<file path="src/rtl/busn2m_pack.sv">
// Narrow-to-wide blob packer: IN_WIDTH words gather in a COM_MUL staging register,
// partial last groups are zero-padded, then the stage drains as OUT_WIDTH words.
module busn2m_pack #(
  parameter int IN_WIDTH  = 96,
  parameter int OUT_WIDTH = 512,
  parameter int COM_MUL   = 1536,
  parameter int IN_COUNT  = COM_MUL / IN_WIDTH,
  parameter int OUT_COUNT = COM_MUL / OUT_WIDTH,
  parameter int N         = 320
) (
  input  logic                 clk,
  input  logic                 rst,
  input  logic [IN_WIDTH-1:0]  blob_din,
  output logic                 blob_din_rdy,
  input  logic                 blob_din_en,
  input  logic                 blob_din_eop,
  output logic [OUT_WIDTH-1:0] blob_dout,
  input  logic                 blob_dout_rdy,
  output logic                 blob_dout_en,
  output logic                 blob_dout_eop
);

  localparam int CW = (IN_COUNT > 1) ? $clog2(IN_COUNT) : 1;
  localparam int OW = (OUT_COUNT > 1) ? $clog2(OUT_COUNT) : 1;
  localparam int TW = (N > 1) ? $clog2(N) : 1;
  localparam logic [CW-1:0] IN_LAST = CW'(IN_COUNT - 1);
  localparam logic [TW-1:0] N_LAST  = TW'(N - 1);

  typedef enum logic [1:0] {FILL, PAD, DRAIN} state_t;

  state_t               state_q, state_d;
  logic [COM_MUL-1:0]   stage_q, stage_d;
  logic [CW-1:0]        din_cnt_q, din_cnt_d;
  logic [TW-1:0]        din_total_q, din_total_d;
  logic [OW-1:0]        dout_cnt_q, dout_cnt_d;
  logic [OW-1:0]        drain_last_q, drain_last_d;
  logic                 last_grp_q, last_grp_d;

  logic                 accept;
  logic                 eob;
  logic [COM_MUL-1:0]   din_ext;

  // Index of the last output word for a group holding (k+1) input words.
  logic [OW-1:0] drain_last_tab [IN_COUNT];
  generate
    for (genvar gi = 0; gi < IN_COUNT; gi++) begin : g_len
      assign drain_last_tab[gi] = OW'(((gi + 1) * IN_WIDTH + OUT_WIDTH - 1) / OUT_WIDTH - 1);
    end
  endgenerate

  assign blob_din_rdy  = (state_q == FILL);
  assign blob_dout_en  = (state_q == DRAIN) & blob_dout_rdy;
  assign blob_dout     = stage_q[OUT_WIDTH-1:0];
  assign blob_dout_eop = blob_dout_en & (dout_cnt_q == drain_last_q) & last_grp_q;

  assign accept  = blob_din_rdy & blob_din_en;
  assign eob     = accept & (blob_din_eop | (din_total_q == N_LAST));
  assign din_ext = COM_MUL'(blob_din);

  always_comb begin
    state_d      = state_q;
    stage_d      = stage_q;
    din_cnt_d    = din_cnt_q;
    din_total_d  = din_total_q;
    dout_cnt_d   = dout_cnt_q;
    drain_last_d = drain_last_q;
    last_grp_d   = last_grp_q;
    case (state_q)
      FILL: begin
        if (accept) begin
          // Shift-based insert also covers COM_MUL == IN_WIDTH (direct load).
          stage_d      = (stage_q >> IN_WIDTH) | (din_ext << (COM_MUL - IN_WIDTH));
          din_total_d  = eob ? '0 : din_total_q + TW'(1);
          drain_last_d = drain_last_tab[din_cnt_q];
          last_grp_d   = eob;
          if (din_cnt_q == IN_LAST) begin
            din_cnt_d = '0;
            state_d   = DRAIN;
          end else begin
            din_cnt_d = din_cnt_q + CW'(1);
            if (eob) state_d = PAD;
          end
        end
      end
      PAD: begin
        stage_d = stage_q >> IN_WIDTH;
        if (din_cnt_q == IN_LAST) begin
          din_cnt_d = '0;
          state_d   = DRAIN;
        end else begin
          din_cnt_d = din_cnt_q + CW'(1);
        end
      end
      DRAIN: begin
        if (blob_dout_rdy) begin
          stage_d = stage_q >> OUT_WIDTH;
          if (dout_cnt_q == drain_last_q) begin
            dout_cnt_d = '0;
            stage_d    = '0;
            last_grp_d = 1'b0;
            state_d    = FILL;
          end else begin
            dout_cnt_d = dout_cnt_q + OW'(1);
          end
        end
      end
      default: state_d = FILL;
    endcase
  end

  always_ff @(posedge clk) begin
    if (rst) begin
      state_q      <= FILL;
      stage_q      <= '0;
      din_cnt_q    <= '0;
      din_total_q  <= '0;
      dout_cnt_q   <= '0;
      drain_last_q <= '0;
      last_grp_q   <= 1'b0;
    end else begin
      state_q      <= state_d;
      stage_q      <= stage_d;
      din_cnt_q    <= din_cnt_d;
      din_total_q  <= din_total_d;
      dout_cnt_q   <= dout_cnt_d;
      drain_last_q <= drain_last_d;
      last_grp_q   <= last_grp_d;
    end
  end

endmodule
</file>
<file path="config.mk">
export PLATFORM = sky130hd
export DESIGN_NAME = busn2m_pack
export DESIGN_NICKNAME = d
export VERILOG_FILES = /design/src/rtl/busn2m_pack.sv
export SDC_FILE = /design/constraint.sdc
export NUM_CORES = 2
export LEC_CHECK = 0
export BUFFER_PORTS_ARGS = -buffer_cell sky130_fd_sc_hd__buf_2
export CAP_MARGIN = 5
export CELL_PAD_IN_SITES_DETAIL_PLACEMENT = 2
export CELL_PAD_IN_SITES_GLOBAL_PLACEMENT = 2
export CORE_MARGIN = 10
export CORE_UTILIZATION = 41
export CTS_BUF_LIST = sky130_fd_sc_hd__clkbuf_8
export CTS_CLUSTER_SIZE = 28
export DETAILED_ROUTE_END_ITERATION = 16
export MAX_ROUTING_LAYER = met4
export PLACE_DENSITY = 0.91
export SKIP_CTS_REPAIR_TIMING = 1
export SLEW_MARGIN = 40
export SYNTH_ARGS = -nofsm -noshare
export SYNTH_HDL_FRONTEND = slang
export SYNTH_SLANG_ARGS = --single-unit
</file>
<file path="constraint.sdc">
create_clock -name clk -period 5.51 [get_ports clk]
set_clock_uncertainty 0.2 [all_clocks]
set_input_delay 0 -clock clk [delete_from_list [all_inputs] [get_ports clk]]
set_output_delay 0 -clock clk [all_outputs]
set_load 0.1 [all_outputs]
</file>
==> results of run 1 <==
[kinds of logic after synthesis]
| family | share of synthesized area [%] |
|---|---|
| mux | 0.0299 |
| flops | 46.5 |
| fa+ha+maj | 0.131 |
| compound gates | 28.8 |
| simple gates | 13.2 |
| xor+xnor | 0.131 |
| buf+inv | 11.2 |
[metrics by stage]
stage          hold slack [ns]  utilization (%)  instances  setup WS [ns]  instance area [um^2]
2_1_floorplan          -0.0358                -       7585           1.43                 67000
3_3_place_gp            0.0841             41.3       9202           2.16                 67100
3_5_place_dp            0.0869             41.3       9204           1.95                 67100
4_1_cts                  -1.04             44.5       9656           1.75                 72400
[per-layer routing]
layer  GRT usage [%]  GRT overflow
met1            78.1            15
met4            79.3           102
met5               -             -
met3            70.7            11
met2            89.5           154
==> run summary, run 1 <==
The first error in the log reads "[ERROR GRT-0232] Routing congestion too high. Check the congestion heatmap in the GUI". By count the netlist is led by sky130_fd_sc_hd__dfxtp_1, sky130_fd_sc_hd__nor2_1, sky130_fd_sc_hd__o21ai_0, sky130_fd_sc_hd__a221oi_1, sky130_fd_sc_hd__buf_4. The maximum buffer depth of the clock tree came out at 4.

The proportion of synthesized flip-flops having asynchronous set or reset came out at 0%. The flop and latch count out of synthesis is 1556. During I/O placement, the number of pins put on the boundary was 616. The deepest level of the CTS H-tree is 5.

The number of clock sinks came out at 1556. The average cell area after synthesis is 8.84 um^2. The proportion of netlist area held by the largest area contributor came out at 46.5%. The count of synthesis-stage warnings from yosys is 0. The sum of net half-perimeters after detailed placement came out at 223 mm. The sequential cell area fraction in the yosys report is 46.5%. sky130_fd_sc_hd__dfxtp_1 is the most common cell in the netlist. Yosys attributes the largest share of cell area to sky130_fd_sc_hd__dfxtp_1, sky130_fd_sc_hd__a221oi_2, sky130_fd_sc_hd__a221oi_1, sky130_fd_sc_hd__o21ai_0, sky130_fd_sc_hd__buf_4.

The effective utilization at floorplan is 41.2%. The unique cell type count in the Yosys netlist is 44. The count of flip-flops with a built-in enable after synthesis is 0. The count of input and output buffers came out at 615.

The final RePlAce weighted congestion came out at 0.914. Synthesis handed over a netlist of 7585 instances. The row count is 148. Entering global routing, the biggest net connects 198 pins.

After global routing the overflow that remains totals 282. The number of antenna violations at the first check in global routing was 163. The clock tree root driver cell is sky130_fd_sc_hd__clkbuf_8.

Among all flip-flop cells after synthesis, the most frequent one is sky130_fd_sc_hd__dfxtp_1. The largest total area in the synthesized netlist belongs to sky130_fd_sc_hd__dfxtp_1. Measured along the x axis, the die boundary spans 424 um.

The cell area after technology mapping came out at 67000 um^2. The TritonCTS buffer count came out at 285. The y dimension of the die is 424 um. In the global route stage, overall resource usage came out at 79.9%.

It got as far as 5_1_grt and failed there. The net count after synthesis came out at 7693. The flow did not finish.
==> run 2: changes to the inputs <==
CELL_PAD_IN_SITES_DETAIL_PLACEMENT = unset   (was 2)
CELL_PAD_IN_SITES_GLOBAL_PLACEMENT = unset   (was 2)
CORE_UTILIZATION = 40   (was 41)
CTS_BUF_LIST = unset   (was sky130_fd_sc_hd__clkbuf_8)
CTS_CLUSTER_SIZE = unset   (was 28)
MAX_ROUTING_LAYER = unset   (was met4)
PLACE_DENSITY = unset   (was 0.91)
PLACE_DENSITY_LB_ADDON = 0.15   (was unset)
==> run summary, run 2 <==
Dividing the detail-routed via count by the number of cells gives 6.01. The adder-cell area share of the yosys netlist is 0.131% (unchanged). Setup violations remaining at the end of the flow were counted as 0. The final layout contains 7504 nets.

The number of maximum-capacitance constraint violations came out at 0. The cell area after technology mapping is 67000 um^2 (unchanged). The instance area after placement came out at 66900 um^2 (-0.31%). The final count of pins violating max slew is 0. The critical path goes through inv_1 -> ha_1 -> nor2b_1 -> or3_4 -> buf_12 -> buf_12 -> nand2_1 -> a21oi_1 -> dlygate4sd3_1. The flop and latch count out of synthesis came out at 1556 (unchanged). The count of flip-flops with a built-in enable after synthesis is 0 (unchanged). The family with the most delay on the worst path is buffers and inverters. Setup repair after global routing left no endpoint under its margin. TritonCTS built the clock tree. The effective utilization at floorplan came to 40.2% (-1.1 points).

Dividing the final minimum period by the clock period gives 77.8%. The final reports fail on negative hold slack. The minimum clock period is 4.29 ns. The largest individual stage delay along the critical path comes from the cell sky130_fd_sc_hd__or3_4. The deepest level of the CTS H-tree came out at 4 (-1). The number of I/O pins came to 616 (unchanged).

The global-route track usage on met2 is 42.8%. The top achievable clock speed is 233 MHz. Of all nets on the critical path, the largest fanout is 159. Sorting the synthesized cells by area gives the leading types as sky130_fd_sc_hd__dfxtp_1, sky130_fd_sc_hd__a221oi_2, sky130_fd_sc_hd__a221oi_1, sky130_fd_sc_hd__o21ai_0, sky130_fd_sc_hd__buf_4. On the worst path, the slowest cell contributes a delay of 0.60 ns. The number of antenna violations at the first check in global routing came out at 10. The routed design has 276 mm of wire.

The xor and xnor fraction of the mapped netlist area is 0.131% (unchanged). The number of cells on the worst reg-to-reg path came out at 9. The via count of the routed design came out at 58600.

The commonest cells after synthesis are sky130_fd_sc_hd__dfxtp_1, sky130_fd_sc_hd__nor2_1, sky130_fd_sc_hd__o21ai_0, sky130_fd_sc_hd__a221oi_1, sky130_fd_sc_hd__buf_4. The area of the core is 167000 um^2. After synthesis, the largest family of logic cells by area is compound AO/OA/AOI/OAI gates. The element type at the critical path start is a flop. The global route total overflow came out at 0.

The area of the die came out at 184000 um^2. The proportion of synthesized flip-flops having asynchronous set or reset came out at 0% (unchanged). The critical path buffer and inverter count is 4. The unique cell type count in the Yosys netlist is 44 (unchanged).

In this run the most critical hold path is launched from blob_din[30]. The tightest hold margin is -0.00774 ns. The number of flip-flops in the largest register is 1536.

The signed area change from the synthesized netlist to the final layout came out at 11.6%. The cell type with the largest total area after synthesis is sky130_fd_sc_hd__dfxtp_1. The leakage power came out at 27.8 nW. The simple-gate portion of the synthesized area was 13.2% (unchanged). In this run the critical register-to-register path is captured at stage_q[1513]. The net count after synthesis is 7693 (unchanged). The y dimension of the die was 429 um (+1.2%). The sum of net half-perimeters after detailed placement is 190 mm (-15%). The transition time at the pin with the least slew margin is 1.04 ns. The final total negative setup slack came out at 0 ns. The register with the most flip-flops in the final layout is stage_q. The proportion of netlist area held by the largest area contributor is 46.5% (unchanged). In this run the critical register-to-register path is launched from state_q[0]. The worst hold path belongs to the class in -> reg. The most frequently used cell type in the post-synthesis netlist is sky130_fd_sc_hd__dfxtp_1. The number of clock sinks is 1556 (unchanged). The mux share of post-synthesis cell area came out at 0.0299% (unchanged). The worst setup timing slack at the placement stage came to 1.74 ns (-0.212 ns). The run finished, with violations left. The worst ir drop on vdd came out at 0.429 mV. The endpoint with the worst hold slack is stage_q[1470]. The maximum buffer depth of the clock tree is 3 (-1). In the routed design, unresolved DRC markers number 0.

The largest registers in the layout are stage_q: 1536 flops, din_total_q: 9 flops, din_cnt_q: 4 flops. The hold violation count in the final report is 1. The most common flop cell mapped by yosys is sky130_fd_sc_hd__dfxtp_1. In the global route stage, met3 resource usage came out at 4.79%. The TritonCTS buffer count is 171 (-40%).

After detailed routing, the average wire length per cell comes to 28.3 um. The core occupancy in the finished layout came out at 44.8%. The detailed router's first-iteration violation count is 6990. Entering global routing, the biggest net connects 200 pins. In this design, the critical path's most frequently occurring cell is sky130_fd_sc_hd__buf_12. The first global-routing pass estimated 388 mm of wire. Setup slack closes at 1.22 ns. After global routing, the most crowded layer is met2.

The worst pin sits at a relative slew slack of 31.0%. The count of nets left with antenna violations once routing finished came out at 0. The number of cells on the worst hold path came out at 4. The count of synthesis-stage warnings from yosys is 0 (unchanged). The via count of the first global-routing pass came to 52700.

STA classifies the critical path endpoint as a flop. The clock tree root driver cell is sky130_fd_sc_hd__clkbuf_16. The required time of the critical path came out at 6.06 ns. The register-to-register path setup slack came out at 1.22 ns. STA puts the critical path data arrival time at 4.84 ns.

Leaving out fill and tap cells, the most frequent cell in the layout is sky130_fd_sc_hd__dfxtp_1. The number of instances in the synthesized netlist is 7585 (unchanged). The total routing usage reported by global routing is 27.8%. The count of input and output buffers was 615 (unchanged).

The total power divided by cell area came out at 670 nW/um^2. The number of detailed-route iterations in the first pass came out at 7. The share of post-route cells with drive strength above 1 is 18.5%. The average cell area after synthesis is 8.84 um^2 (unchanged). The sequential cell area fraction in the yosys report is 46.5% (unchanged). Summing all non-filler instances in the final layout gives an area of 74800 um^2.

The complex-gate fraction of the synthesized area was 28.8% (unchanged). The final RePlAce weighted congestion is 0.892 (-2.4%). The clock latency at the later pin of the worst-skew pair is 0.83 ns. Leaving out fill and tap cells, the most frequent cells in the layout are sky130_fd_sc_hd__dfxtp_1, sky130_fd_sc_hd__nor2_1, sky130_fd_sc_hd__o21ai_0. The horizontal die dimension came out at 429 um (+1.2%). The row count is 150 (+1.4%). The worst setup path category is reg -> reg. Clock-pin slew was measured on the worst setup and hold paths at 0.06 ns. Global routing consumed, on the met1 layer, 36.2% of the routing resources.
-- run 2: worst register-to-register path, cell delays in order, from the launching register on --
cell and delay (ns):
sky130_fd_sc_hd__dfxtp_1 0.34, sky130_fd_sc_hd__inv_1 0.13, sky130_fd_sc_hd__ha_1 0.53, sky130_fd_sc_hd__nor2b_1 0.37, sky130_fd_sc_hd__or3_4 0.60, sky130_fd_sc_hd__buf_12 0.45, sky130_fd_sc_hd__buf_12 0.54, sky130_fd_sc_hd__nand2_1 0.33
sky130_fd_sc_hd__a21oi_1 0.16, sky130_fd_sc_hd__dlygate4sd3_1 0.57
-- run 2: worst max path at each step --
stage,depth (start not counted),end,slack (ns),from
2_1_floorplan,4,blob_dout_eop,1.43,state_q[0]
3_3_place_gp,8,stage_q[915],1.74,state_q[0]
3_5_place_dp,8,stage_q[908],1.74,state_q[0]
4_1_cts,8,stage_q[908],1.71,state_q[0]
5_1_grt,9,stage_q[1514],1.06,state_q[0]
6_report,9,stage_q[1513],1.22,state_q[0]
-- run 2: layer usage --
layer  up-vias  wire [um]  share of wire [%]
met5         -         13             0.0047
met2      2155     124000                 45
met4         2      19300                7.0
met3       457      17400                6.3
li1      26800          -                  -
met1     29200     115000                 42
-- run 2: cells by family after synthesis --
| kind of cell | count (synthesis) |
|---|---|
| AOI/OAI and AO/OA | 2587 |
| and+or+nand+nor | 2103 |
| DFF | 1556 |
| buffers and inverters | 1320 |
| xor gates and xnor gates | 10 |
| adders and majority gates | 7 |
| muxes | 2 |
-- run 2: through the flow --
stage,cells,power [mW]
6_report,9741,50.2
5_1_grt,9738,52.0
4_1_cts,9508,49.9
3_5_place_dp,9199,38.4
3_3_place_gp,9198,38.4
2_1_floorplan,7585,33.8
-- run 2: report_power, final --
group	switching [mW]	total [mW]	leakage (nW)	internal [mW]
sequential	3.31	17.0	12.8	13.7
combinational	16.8	21.6	12.3	4.84
clock	4.96	11.5	2.77	6.57
-- run 2: layout make-up --
type | instances | area, um^2
Fill cell | 16300 | 92000
Sequential cell | 1556 | 31100
Multi-Input combinational cell | 4709 | 28400
Timing Repair Buffer | 949 | 6860
Clock buffer | 252 | 5030
Tap cell | 2204 | 2760
Clock inverter | 57 | 547
Inverter | 9 | 41.3
Antenna cell | 5 | 12.5
Note: power is estimated with default switching activity, not from simulation.
